**src/rtl/vga_rect_pkg.sv**
```systemverilog
// ----------------------------------------------------------------------------
// vga_rect_pkg
//
// Shared types for the rectangle-fill drawing engine.
//   - rect_state_t : engine states (IDLE, SETUP, FILL, DONE)
//   - rect_cmd_t   : one fill command as presented on the command port
//                    (two corners in either order plus a fill colour)
//
// The field widths of rect_cmd_t come from the RECT_* localparams below; the
// engine uses the same values as defaults for its width parameters, so a
// build that changes those widths must change them here as well.
// ----------------------------------------------------------------------------
package vga_rect_pkg;

    localparam int RECT_H_SIZE   = 10;
    localparam int RECT_V_SIZE   = 10;
    localparam int RECT_RGB_SIZE = 12;

    typedef enum logic [1:0] {
        IDLE  = 2'd0,
        SETUP = 2'd1,
        FILL  = 2'd2,
        DONE  = 2'd3
    } rect_state_t;

    typedef struct packed {
        logic [RECT_H_SIZE-1:0]   x0;
        logic [RECT_H_SIZE-1:0]   x1;
        logic [RECT_V_SIZE-1:0]   y0;
        logic [RECT_V_SIZE-1:0]   y1;
        logic [RECT_RGB_SIZE-1:0] color;
    } rect_cmd_t;

endpackage

```
**src/rtl/vga_rect_fill.sv**
```systemverilog
// ----------------------------------------------------------------------------
// vga_rect_fill
//
// Rectangle-fill drawing engine placed directly upstream of the SDRAM
// frame-buffer VGA core. It takes one command (two corners + colour), walks
// the rectangle in raster order (x fastest, then y) and drives the core's
// pixel-source write port, one pixel per accepted write.
//
// Ports
//   sys_clk, sys_rst          clock / asynchronous active-high reset
//   cmd_valid, cmd_ready      command handshake (accepted only in IDLE)
//   cmd_x0/x1, cmd_y0/y1      corner coordinates, either order
//   cmd_color                 fill colour
//   abort                     stop the current fill (SETUP / FILL only)
//   busy                      engine not idle
//   done                      one-cycle pulse at the end of every fill
//   src_write, src_rdy        pixel write request / core accepts this cycle
//   src_read                  always 0
//   src_x, src_y              pixel coordinate
//   src_writedata             {zero pad, colour}
//
// Build option
//   VGA_RECT_CLIP_EN  when defined, the rectangle is clipped to the visible
//                     H_DISPLAY x V_DISPLAY area in SETUP; a rectangle that
//                     lies completely outside produces no writes. When not
//                     defined the caller keeps coordinates in range.
// ----------------------------------------------------------------------------
module vga_rect_fill
    import vga_rect_pkg::*;
#(
    parameter int H_SIZE    = RECT_H_SIZE,
    parameter int V_SIZE    = RECT_V_SIZE,
    parameter int H_DISPLAY = 640,
    parameter int V_DISPLAY = 480,
    parameter int SRAM_DW   = 16,
    parameter int RGB_SIZE  = RECT_RGB_SIZE
) (
    input  logic                sys_clk,
    input  logic                sys_rst,

    input  logic                cmd_valid,
    output logic                cmd_ready,
    input  logic [H_SIZE-1:0]   cmd_x0,
    input  logic [H_SIZE-1:0]   cmd_x1,
    input  logic [V_SIZE-1:0]   cmd_y0,
    input  logic [V_SIZE-1:0]   cmd_y1,
    input  logic [RGB_SIZE-1:0] cmd_color,
    input  logic                abort,

    output logic                busy,
    output logic                done,

    output logic                src_write,
    output logic                src_read,
    output logic [H_SIZE-1:0]   src_x,
    output logic [V_SIZE-1:0]   src_y,
    output logic [SRAM_DW-1:0]  src_writedata,
    input  logic                src_rdy
);

    rect_state_t          state_q;
    logic [H_SIZE-1:0]    xl_q;
    logic [H_SIZE-1:0]    xh_q;
    logic [V_SIZE-1:0]    yl_q;
    logic [V_SIZE-1:0]    yh_q;
    logic [H_SIZE-1:0]    curX_q;
    logic [V_SIZE-1:0]    curY_q;
    logic                 srcWrite_q;
    logic                 done_q;
    logic [SRAM_DW-1:0]   srcWritedata_q;

    rect_cmd_t            cmdIn;
    logic [H_SIZE-1:0]    cmdXl;
    logic [H_SIZE-1:0]    cmdXh;
    logic [V_SIZE-1:0]    cmdYl;
    logic [V_SIZE-1:0]    cmdYh;
    logic                 accept;
    logic                 lastX;
    logic                 lastY;

`ifdef VGA_RECT_CLIP_EN
    localparam logic [H_SIZE-1:0] H_LAST = H_SIZE'(H_DISPLAY - 1);
    localparam logic [V_SIZE-1:0] V_LAST = V_SIZE'(V_DISPLAY - 1);
    logic [H_SIZE-1:0]    xhClip;
    logic [V_SIZE-1:0]    yhClip;
    logic                 rectEmpty;
`else
    // Display size only matters for clipping; keep it visibly consumed.
    logic [31:0]          unusedDisplay;
    assign unusedDisplay = 32'(H_DISPLAY + V_DISPLAY);
`endif

    // Command port gathered into the shared command struct, then normalised
    // so that xl <= xh and yl <= yh regardless of corner order.
    assign cmdIn.x0    = cmd_x0;
    assign cmdIn.x1    = cmd_x1;
    assign cmdIn.y0    = cmd_y0;
    assign cmdIn.y1    = cmd_y1;
    assign cmdIn.color = cmd_color;

    assign cmdXl = (cmdIn.x0 < cmdIn.x1) ? cmdIn.x0 : cmdIn.x1;
    assign cmdXh = (cmdIn.x0 < cmdIn.x1) ? cmdIn.x1 : cmdIn.x0;
    assign cmdYl = (cmdIn.y0 < cmdIn.y1) ? cmdIn.y0 : cmdIn.y1;
    assign cmdYh = (cmdIn.y0 < cmdIn.y1) ? cmdIn.y1 : cmdIn.y0;

`ifdef VGA_RECT_CLIP_EN
    // Clipping is evaluated while in SETUP on the already-normalised corners.
    assign xhClip    = (xh_q > H_LAST) ? H_LAST : xh_q;
    assign yhClip    = (yh_q > V_LAST) ? V_LAST : yh_q;
    assign rectEmpty = (xl_q > H_LAST) || (yl_q > V_LAST);
`endif

    assign accept = srcWrite_q && src_rdy;
    assign lastX  = (curX_q == xh_q);
    assign lastY  = (curY_q == yh_q);

    // Single-process FSM. All port-facing outputs are registers so the core
    // sees clean, glitch-free write requests; src_x/src_y are the walk
    // counters themselves and simply hold whenever a write is not accepted.
    always_ff @(posedge sys_clk or posedge sys_rst) begin
        if (sys_rst) begin
            state_q        <= IDLE;
            xl_q           <= '0;
            xh_q           <= '0;
            yl_q           <= '0;
            yh_q           <= '0;
            curX_q         <= '0;
            curY_q         <= '0;
            srcWrite_q     <= 1'b0;
            done_q         <= 1'b0;
            srcWritedata_q <= '0;
        end else begin
            case (state_q)
                IDLE: begin
                    done_q     <= 1'b0;
                    srcWrite_q <= 1'b0;
                    if (cmd_valid) begin
                        xl_q           <= cmdXl;
                        xh_q           <= cmdXh;
                        yl_q           <= cmdYl;
                        yh_q           <= cmdYh;
                        srcWritedata_q <= SRAM_DW'(cmdIn.color);
                        state_q        <= SETUP;
                    end
                end

                SETUP: begin
                    curX_q <= xl_q;
                    curY_q <= yl_q;
                    if (abort) begin
                        done_q  <= 1'b1;
                        state_q <= DONE;
                    end else begin
`ifdef VGA_RECT_CLIP_EN
                        xh_q <= xhClip;
                        yh_q <= yhClip;
                        if (rectEmpty) begin
                            done_q  <= 1'b1;
                            state_q <= DONE;
                        end else begin
                            srcWrite_q <= 1'b1;
                            state_q    <= FILL;
                        end
`else
                        srcWrite_q <= 1'b1;
                        state_q    <= FILL;
`endif
                    end
                end

                FILL: begin
                    // An accept in the abort cycle still counts; the core has
                    // already taken that pixel, so only the request stops.
                    if (abort || (accept && lastX && lastY)) begin
                        srcWrite_q <= 1'b0;
                        done_q     <= 1'b1;
                        state_q    <= DONE;
                    end else if (accept) begin
                        if (lastX) begin
                            curX_q <= xl_q;
                            curY_q <= curY_q + 1'b1;
                        end else begin
                            curX_q <= curX_q + 1'b1;
                        end
                    end
                end

                DONE: begin
                    done_q     <= 1'b0;
                    srcWrite_q <= 1'b0;
                    state_q    <= IDLE;
                end

                default: begin
                    done_q     <= 1'b0;
                    srcWrite_q <= 1'b0;
                    state_q    <= IDLE;
                end
            endcase
        end
    end

    assign cmd_ready     = (state_q == IDLE);
    assign busy          = (state_q != IDLE);
    assign done          = done_q;
    assign src_write     = srcWrite_q;
    assign src_read      = 1'b0;
    assign src_x         = curX_q;
    assign src_y         = curY_q;
    assign src_writedata = srcWritedata_q;

endmodule

```
**config.mk**
```make
export PLATFORM = sky130hd
export DESIGN_NAME = vga_rect_fill
export DESIGN_NICKNAME = d
export VERILOG_FILES = /design/src/rtl/vga_rect_pkg.sv /design/src/rtl/vga_rect_fill.sv
export SDC_FILE = /design/constraint.sdc
export NUM_CORES = 1
export LEC_CHECK = 0
export ABC_AREA = 1
export BUFFER_PORTS_ARGS = -buffer_cell sky130_fd_sc_hd__buf_4
export CORE_ASPECT_RATIO = 1.4
export CORE_UTILIZATION = 28
export DETAILED_ROUTE_END_ITERATION = 10
export PLACE_DENSITY = 0.5
export SYNTH_ARGS = -nofsm -noshare
export SYNTH_HDL_FRONTEND = slang
export SYNTH_SLANG_ARGS = --single-unit
```
**constraint.sdc**
```tcl
create_clock -name sys_clk -period 5.93 [get_ports sys_clk]
set_clock_uncertainty 0.05 [all_clocks]
set_input_delay 0.2965 -clock sys_clk [delete_from_list [all_inputs] [get_ports sys_clk]]
set_output_delay 0.2965 -clock sys_clk [all_outputs]
set_load 0.1 [all_outputs]
```
==> run metrics, run 1 <==
outcome=finished, final reports clean; Vias/cell=4.362; CP required=6100 ps; warnings from Yosys=0; clk_lat worst skew=340 ps; post-cts resize count=0; max-cap viol count=0; cell accounting for the most synthesized area=dfrtp_1; top cells by count, synth=303 x nand2_1, 76 x dfrtp_1, 73 x inv_1; # Post-CTS Setup Buffers=0; Final Power=3.662 mW; post-route ant nets=0; Cells after Synth=735; Root Buffer=clkbuf_16; VDD IR max=0.2317 mV; pwr/cell area=594.4 nW/um2; min Tclk post-route=2780 ps; Starting Density=28.60%; initial antenna violation count=0; f_max=359.8 MHz; worst-path maximum fanout=53; Placer Congestion=0.8098; Slew HR=28.54%; Leak Pwr=3.266 nW; GRT Total Usage=15.44%; Startpoint Class=flip-flop; flops & latches, synth=76; share of the synthesized area in the top cell type=38.22%; CTS tree=done; Max Slew Vio Count=0; Initial DRT Pass Iterations=4; Core Area=17400 um2; critical path data arrival time=2950 ps; die height=159.7 um; Final Hold Viols=0; nets@finish=891; htree depth=3; Seq/Total Area, Yosys=38.22%; cts hold-fix bufs=0; Final Setup Violations=0; EDFF count, synth=0; GRT overflow=0; placed wire-length estimate=9.736 mm; Max clock buf depth=2; WL final=13.39 mm; WL per Instance=12.73 um; Final Cycle Share=46.87%; Area Growth Syn to Fin=23.81%; n_diodes=0; critical path type=flip-flop to flip-flop; Clock Sinks=76; FP Rows=57; die area=18320 um2; IO Count=98; most frequent cell after synthesis=nand2_1; fraction of layout cells with a size suffix above 1=16.42%; Synth Flop Type=dfrtp_1; DRT iter0 DRCs=165; top post-synthesis cells by area=dfrtp_1 38%, nand2_1 23%, ha_1 5.8%, inv_1 5.5%, o21ai_0 5.0%; critical path capture point type=flip-flop; first-pass GRT wire length=22.06 mm; unrepaired setup endpoints after global routing=no; vias=4589; Netlist cell types=34; Synth async-reset ratio=100.0%; setup tns final=0 ps; I/O Buffers=92; # DRC=0; TritonCTS Buffers=9; actual slew at the worst max-slew pin=1072 ps; synthesized area per cell=6.770 um2; HP Class=primary input to flip-flop; CTS clk-pin slew, worst paths=70 ps; die width=114.7 um; Post-Synthesis Cell Area=4976 um2; number of global-route vias before repair=4406; largest net degree at the start of global routing=77
## per-layer routing
metal  GRT usage (%)  vias to the layer above  part of all wire (%)
li1                -                     2417                     -
met1           19.66                     2081                    45
met2           26.25                       82                    50
met3           2.467                        9                   3.9
met4           5.254                        0                   1.1
met5               0                        -                     0
## worst paths after layout
kind                                  start          endpoint  slack, ps  cells after the start
min                            cmd_color[6]  src_writedata[6]         90                      3
max                              state_q[0]           xh_q[9]       3150                      8
max reg2reg                      state_q[0]           xh_q[9]       3150                      8
min reg2reg                src_writedata[4]  src_writedata[4]        430                      2
min in group asynchronous           sys_rst  src_writedata[2]        200                      3
max in group asynchronous           sys_rst          src_x[9]       4890                      3
## placed cells by master, fill, tap and decap left out, drive strengths merged, types with 3 or more instances in the layout
cell      Yosys  layout
ha           23      23
xnor2         8       8
nand4         5       5
dfrtp        76      76
clkinv        2       3
nor2         59      59
nand2       309     309
clkinvlp      0       4
o21ai        53      53
conb          1       5
inv          79      79
clkbuf       18       9
a21oi         9       9
nand3        44      44
nor3          6       6
xor2         13      13
buf          18      97
## critical path, cell delays in order, from the launching register on
cell and delay, ps:
dfrtp_1 410, inv_1 80, ha_1 250, nand2_2 70, buf_4 490, clkinv_1 650, buf_4 450, nand2_1 100
o21ai_0 70
## registers in the layout, summed over array words and instances, names as in the netlist
signal,flops
xl_q,10
yl_q,10
done,1
src_x,10
src_write,1
yh_q,10
state_q,2
xh_q,10
src_writedata,12
src_y,10
## logic make-up after synthesis
logic type                 synth area share, %
other                                  0.07536
buffers and inverters                    9.756
adders and majority gates                5.783
DFF                                      38.22
AOI/OAI and AO/OA                        7.644
and+or+nand+nor                          34.83
xor gates and xnor gates                 3.696
## per-stage QoR
| stage | hold slack, ps | utilization (%) | area, um2 | std cells | setup slack [ps] |
|---|---|---|---|---|---|
| 6_report | 89.66 | 35.40 | 6161 | 1052 | 3150 |
| 5_1_grt | 102.7 | 35.40 | 6161 | 1052 | 2827 |
| 4_1_cts | 79.06 | 35.40 | 6161 | 1052 | 3034 |
| 3_5_place_dp | 418.4 | 33.54 | 5837 | 1036 | 3052 |
| 3_3_place_gp | 415.3 | 33.54 | 5837 | 1036 | 3131 |
| 2_1_floorplan | 356.1 | - | 4991 | 739 | 3083 |
## layout make-up
class	count	area (um2)
Inverter	81	305.3
Clock inverter	7	98.84
Tap cell	236	295.3
Clock buffer	9	225.2
Multi-Input combinational cell	546	2606
Timing Repair Buffer	97	728.2
Fill cell	1919	11240
Sequential cell	76	1902
## report_power, final
group	internal [mW]	total (mW)	switching (mW)	leakage, nW
Clock	0.370	0.615	0.245	0.144
Sequential	0.763	1.02	0.259	0.950
Combinational	0.527	2.03	1.50	2.17
Total	1.66	3.66	2.00	3.27
(Power assumes the default switching activity.)
==> run 2, diff against run 1 <==
--- a/config.mk
+++ b/config.mk
@@ -10,7 +10,7 @@
 export CORE_ASPECT_RATIO = 1.4
 export CORE_UTILIZATION = 28
 export DETAILED_ROUTE_END_ITERATION = 10
-export PLACE_DENSITY = 0.5
+export PLACE_DENSITY = 0.52
 export SYNTH_ARGS = -nofsm -noshare
 export SYNTH_HDL_FRONTEND = slang
 export SYNTH_SLANG_ARGS = --single-unit
==> constraint.sdc (replaced) <==
create_clock -name sys_clk -period 2.28 [get_ports sys_clk]
set_clock_uncertainty 0.05 [all_clocks]
set_input_delay 0.114 -clock sys_clk [delete_from_list [all_inputs] [get_ports sys_clk]]
set_output_delay 0.114 -clock sys_clk [all_outputs]
set_load 0.1 [all_outputs]
==> run 2 against run 1 <==
  * Sequential power rose to 2.6 times the previous value
  * Critical path type unchanged
  * Combinational power increased to 2.7 times the previous value
  * Die area stayed put
  * Highest routed layer unchanged
  * Via count fell by 0.22%
  * Register-to-register slack got worse by 2700 ps
  * Critical endpoint is now src_y[6]
  * First-iteration DRC count grew 4.8%
  * Worst hold slack lost 78 ps
  * Non-clock buffer count grew 20
  * Largest power group unchanged
  * Final cell count grew 1.9%
==> run metrics, run 2 (synthesis results as in run 1) <==
# Post-CTS Setup Buffers=0; WL met2=6.435 mm; setup tns final=0 ps; CTS tree=done; final cell count without fillers=1072; WL final=13.01 mm; Core Area=17400 um2; max reg flops=12; initial antenna violation count=0; number of global-route vias before repair=4689; worst slack at placement=392.6 ps; post-cts resize count=0; Initial DRT Pass Iterations=4; TritonCTS Buffers=9; pwr/cell area=1502 nW/um2; Switching Share=53.89%; HP Class=primary input to flip-flop; die height=159.7 um; Final Power=9.590 mW; post-route ant nets=0; first-pass GRT wire length=22.90 mm; die area=18320 um2; Max Slew Vio Count=0; Clock Sinks=76; uppermost layer routed=met4; die width=114.7 um; DRT iter0 DRCs=173; met1 WL=6.011 mm; filler instances=1882; # DRC=0; Placer Congestion=0.7862; post-route worst setup slack=417.8 ps; Vias/cell=4.271; min Tclk post-route=1862 ps; commonest non-fill, non-tap cells in the layout=302 x nand2_1, 102 x buf_4, 76 x dfrtp_1; worst-path maximum fanout=22; unrepaired setup endpoints after global routing=no; Area Growth Syn to Fin=28.34%; clk_lat worst skew=330 ps; GRT Total Usage=15.64%; FP Rows=57; I/O Buffers=92; Clock power frac=16.3%; Final Cycle Share=81.67%; Max clock buf depth=2; nets@finish=911; fraction of layout cells with a size suffix above 1=17.11%; Final Hold Viols=0; P_int=4.422 mW; critical path data arrival time=2080 ps; worst hold margin=11.86 ps; n_diodes=0; max-cap viol count=0; placed wire-length estimate=9.650 mm; sequential power share=27.5%; VDD IR max=0.6736 mV; IO Count=98; Starting Density=28.60%; vias=4579; cts hold-fix bufs=13; GRT overflow=0; critical path type=flip-flop to flip-flop; combinational power share=56.2%; Root Buffer=clkbuf_16; Inst Count DP=1043; htree depth=3; WL per Instance=12.14 um; outcome=finished, final reports clean; CTS clk-pin slew, worst paths=70 ps; met3 WL=408 um; Psw=5.168 mW; critical path capture point type=flip-flop; Final Setup Violations=0; CP required=2500 ps; largest net degree at the start of global routing=65; most common cell after layout, fill and taps aside=nand2_1; f_max=537.0 MHz; Leak Pwr=3.374 nW; Startpoint Class=flip-flop
## run 2: power groups by stage
stage	clock network, mW	registers, mW	logic [mW]
finish	1.56	2.64	5.39
global route	1.67	2.74	5.95
CTS	1.61	2.64	5.45
detailed placement	0	2.65	5.43
global placement	0	2.66	5.39
floorplan	0	4.25	2.58
## run 2: per-stage QoR
stage | cell area [um2] | util [%]
finish | 6386 | 36.70
global route | 6386 | 36.70
CTS | 6386 | 36.70
detailed placement | 5931 | 34.08
global placement | 5931 | 34.08
floorplan | 5007 | -
## run 2: layer usage
metal | up-vias | global-route usage (%)
li1 | 2459 | -
met1 | 2040 | 19.62
met2 | 70 | 27.13
met3 | 10 | 2.657
met4 | 0 | 4.664
met5 | - | 0
## run 2: area by class of cell
type	count	area [um2]	area share, %
multi-input combinational	546	2619	41.01
sequential	76	1902	29.78
timing repair buffer	117	935.9	14.66
inverter	81	309.0	4.839
tap	236	295.3	4.624
clock buffer	9	225.2	3.527
clock inverter	7	100.1	1.567
## run 2: worst max-delay path: stages, from the launching register on
cell and delay, ps:
dfrtp_1 430, inv_2 90, nand2_1 90, nand2_1 50, nor2_1 160, nand3_1 90
nor2_1 140, nand2_2 90, nand2_4 100, nand2_4 160, nand2_2 210, nand2_1 70
nand2_1 60
## run 2: final timing paths
path	depth (start not counted)	endpoint	start	slack, ps
max	12	src_y[6]	src_x[4]	420
min	3	xh_q[9]	cmd_x1[9]	10
max reg2reg	12	src_y[6]	src_x[4]	420
min reg2reg	2	src_writedata[0]	src_writedata[0]	430
max in group asynchronous	4	src_y[9]	sys_rst	1330
min in group asynchronous	3	src_writedata[2]	sys_rst	210
==> run 3, diff against run 2 <==
--- a/config.mk
+++ b/config.mk
@@ -5,7 +5,7 @@
 export SDC_FILE = /design/constraint.sdc
 export NUM_CORES = 1
 export LEC_CHECK = 0
-export ABC_AREA = 1
+export ABC_AREA = 0
 export BUFFER_PORTS_ARGS = -buffer_cell sky130_fd_sc_hd__buf_4
 export CORE_ASPECT_RATIO = 1.4
 export CORE_UTILIZATION = 28
==> constraint.sdc (replaced) <==
create_clock -name sys_clk -period 1.5 [get_ports sys_clk]
set_clock_uncertainty 0.05 [all_clocks]
set_input_delay 0.075 -clock sys_clk [delete_from_list [all_inputs] [get_ports sys_clk]]
set_output_delay 0.075 -clock sys_clk [all_outputs]
set_load 0.1 [all_outputs]
==> run 3 against run 2 <==
  * The run now ends with negative setup slack left
  * Sequential share of layout area shrank 7.1 points
  * Clock-buffer cell count grew 2
  * Global-route usage grew 4.7 points
==> run metrics, run 3 <==
top post-synthesis cells by area=dfrtp_1 38%, ha_1 5.7%, nand2_1 5.3%, a21oi_1 4.0%, nand3_1 3.8%; DRT iter0 DRCs=235; CP required=1670 ps; worst-path maximum fanout=7; Netlist cell types=56; die width=115.7 um; Switching Share=49.46%; FP Rows=57; Clock power frac=11.8%; Root Buffer=clkbuf_16; initial antenna violation count=0; fraction of layout cells with a size suffix above 1=50.30%; first-pass GRT wire length=29.34 mm; WL per Instance=17.01 um; f_max=476.6 MHz; max-cap viol count=0; min Tclk post-route=2098 ps; top cells by count, synth=76 x dfrtp_1, 72 x nand2_1, 41 x a21oi_1; unrepaired setup endpoints after global routing=yes; GRT Total Usage=20.35%; GRT overflow=0; Cells after Synth=591; most common cell after layout, fill and taps aside=buf_4; placed wire-length estimate=13.38 mm; Core Area=17540 um2; flops & latches, synth=76; max reg flops=12; number of global-route vias before repair=5748; Seq/Total Area, Yosys=37.53%; largest net degree at the start of global routing=77; sequential power share=21.4%; Psw=9.156 mW; Final Setup Violations=64; DP Area=7458 um2; die height=161.2 um; critical path data arrival time=2270 ps; worst slack at placement=-731.8 ps; most frequent cell after synthesis=dfrtp_1; Max clock buf depth=2; Max Slew Vio Count=0; filler instances=1729; VDD IR max=1.019 mV; EDFF count, synth=0; Final Hold Viols=0; outcome=complete, but fails checks; CTS clk-pin slew, worst paths=60 ps; share of the synthesized area in the top cell type=37.53%; Placer Congestion=0.8318; final instance area=8509 um2; post-route worst setup slack=-598.1 ps; Vias/cell=5.106; post-route ant nets=0; violated checks=negative setup slack; warnings from Yosys=0; Final Cycle Share=139.9%; critical path capture point type=flip-flop; combinational power share=66.7%; Leak Pwr=3.953 nW; nets@finish=918; Synth async-reset ratio=100.0%; fin util=48.50%; Synth Flop Type=dfrtp_1; die area=18650 um2; Area Growth Syn to Fin=67.93%; Startpoint Class=flip-flop; HP Class=primary input to flip-flop; P_int=9.358 mW; final cell count without fillers=1079; synthesized area per cell=8.574 um2; htree depth=3; CTS tree=done; clk_lat worst skew=340 ps; Initial DRT Pass Iterations=4; Inst Count DP=1033; critical path type=flip-flop to flip-flop; pwr/cell area=2176 nW/um2; Starting Density=28.88%; # DRC=0; Clock Sinks=76; TritonCTS Buffers=9; vias=5509; commonest non-fill, non-tap cells in the layout=228 x buf_4, 55 x dfrtp_1, 49 x nand2_1; reg-to-reg slack, setup=-600 ps; WL final=18.36 mm; Post-Synthesis Cell Area=5067 um2; cell accounting for the most synthesized area=dfrtp_1; IO Count=98; n_diodes=0; I/O Buffers=92; worst hold margin=42.11 ps
## run 3: cell count changes after synthesis, sizes merged, moves of 16 or more
cell,before,now
nor2,59,28
nand2,309,72
and3,0,21
a21oi,9,41
o21ai,53,14
o221ai,0,20
o211ai,2,18
inv,79,39
o22ai,0,20
## run 3: cells by family after synthesis
logic type	after synthesis	share of synthesized area [%]
buffers and inverters	83	6.839
adders and majority gates	23	5.679
and+or+nand+nor	202	19.58
muxes	9	1.951
AOI/OAI and AO/OA	176	24.72
other	1	0.07400
xor gates and xnor gates	21	3.630
DFF	76	37.53
## run 3: layer usage
layer  vias to the layer above  GRT usage (%)  part of all wire (%)
li1                       2651              -                     -
met1                      2701          21.57                    38
met2                       118          38.16                    55
met3                        39          2.814                   2.6
met4                         0          10.72                   4.2
met5                         -              0                     0
## run 3: what timing repair did
action                     in CTS  in global routing
pin swaps                      21                 19
hold endpoints to repair       88                  0
buffers inserted               12                  6
cloned                          2                  0
hold buffers                   13                  0
resized for setup              75                 44
setup endpoints to repair      78                 72
## run 3: stage by stage
step / power [mW] / setup TNS (ps)
6_report: 18.51 / -24520
5_1_grt: 19.47 / -28970
4_1_cts: 18.19 / -25220
3_5_place_dp: 15.06 / -29090
3_3_place_gp: 14.87 / -27010
2_1_floorplan: 11.31 / -35300
## run 3: critical path: stages (launching register included)
cell and delay [ps]:
dfrtp_1 440, xnor2_1 180, nand4_1 180, or3_4 410, buf_12 160, o21bai_4 190
o21ai_2 100, mux2_2 270
## run 3: cell type report
cell class | instances | area [um2] | share of cell area (%)
clock inverter | 5 | 52.55 | 0.6176
sequential | 76 | 1928 | 22.66
multi-input combinational | 436 | 3463 | 40.70
timing repair buffer | 276 | 2375 | 27.91
tap | 236 | 295.3 | 3.470
inverter | 39 | 152.6 | 1.794
clock buffer | 11 | 242.7 | 2.853
## run 3: power by group through the flow
stage          logic, mW  clock network, mW  registers [mW]
2_1_floorplan       4.17                  0            7.15
5_1_grt             13.1               2.34            4.07
4_1_cts             12.0               2.24            3.98
3_3_place_gp        10.9                  0            3.96
6_report            12.4               2.19            3.97
3_5_place_dp        11.1                  0            3.99
## run 3: worst paths after layout
check,cells past startpoint,end,startpoint
max,7,state_q[1],xh_q[8]
max reg2reg,7,state_q[1],xh_q[8]
min in group asynchronous,4,src_writedata[9],sys_rst
min reg2reg,2,src_writedata[2],src_writedata[2]
min,4,xh_q[8],cmd_x1[8]
max in group asynchronous,4,src_y[8],sys_rst
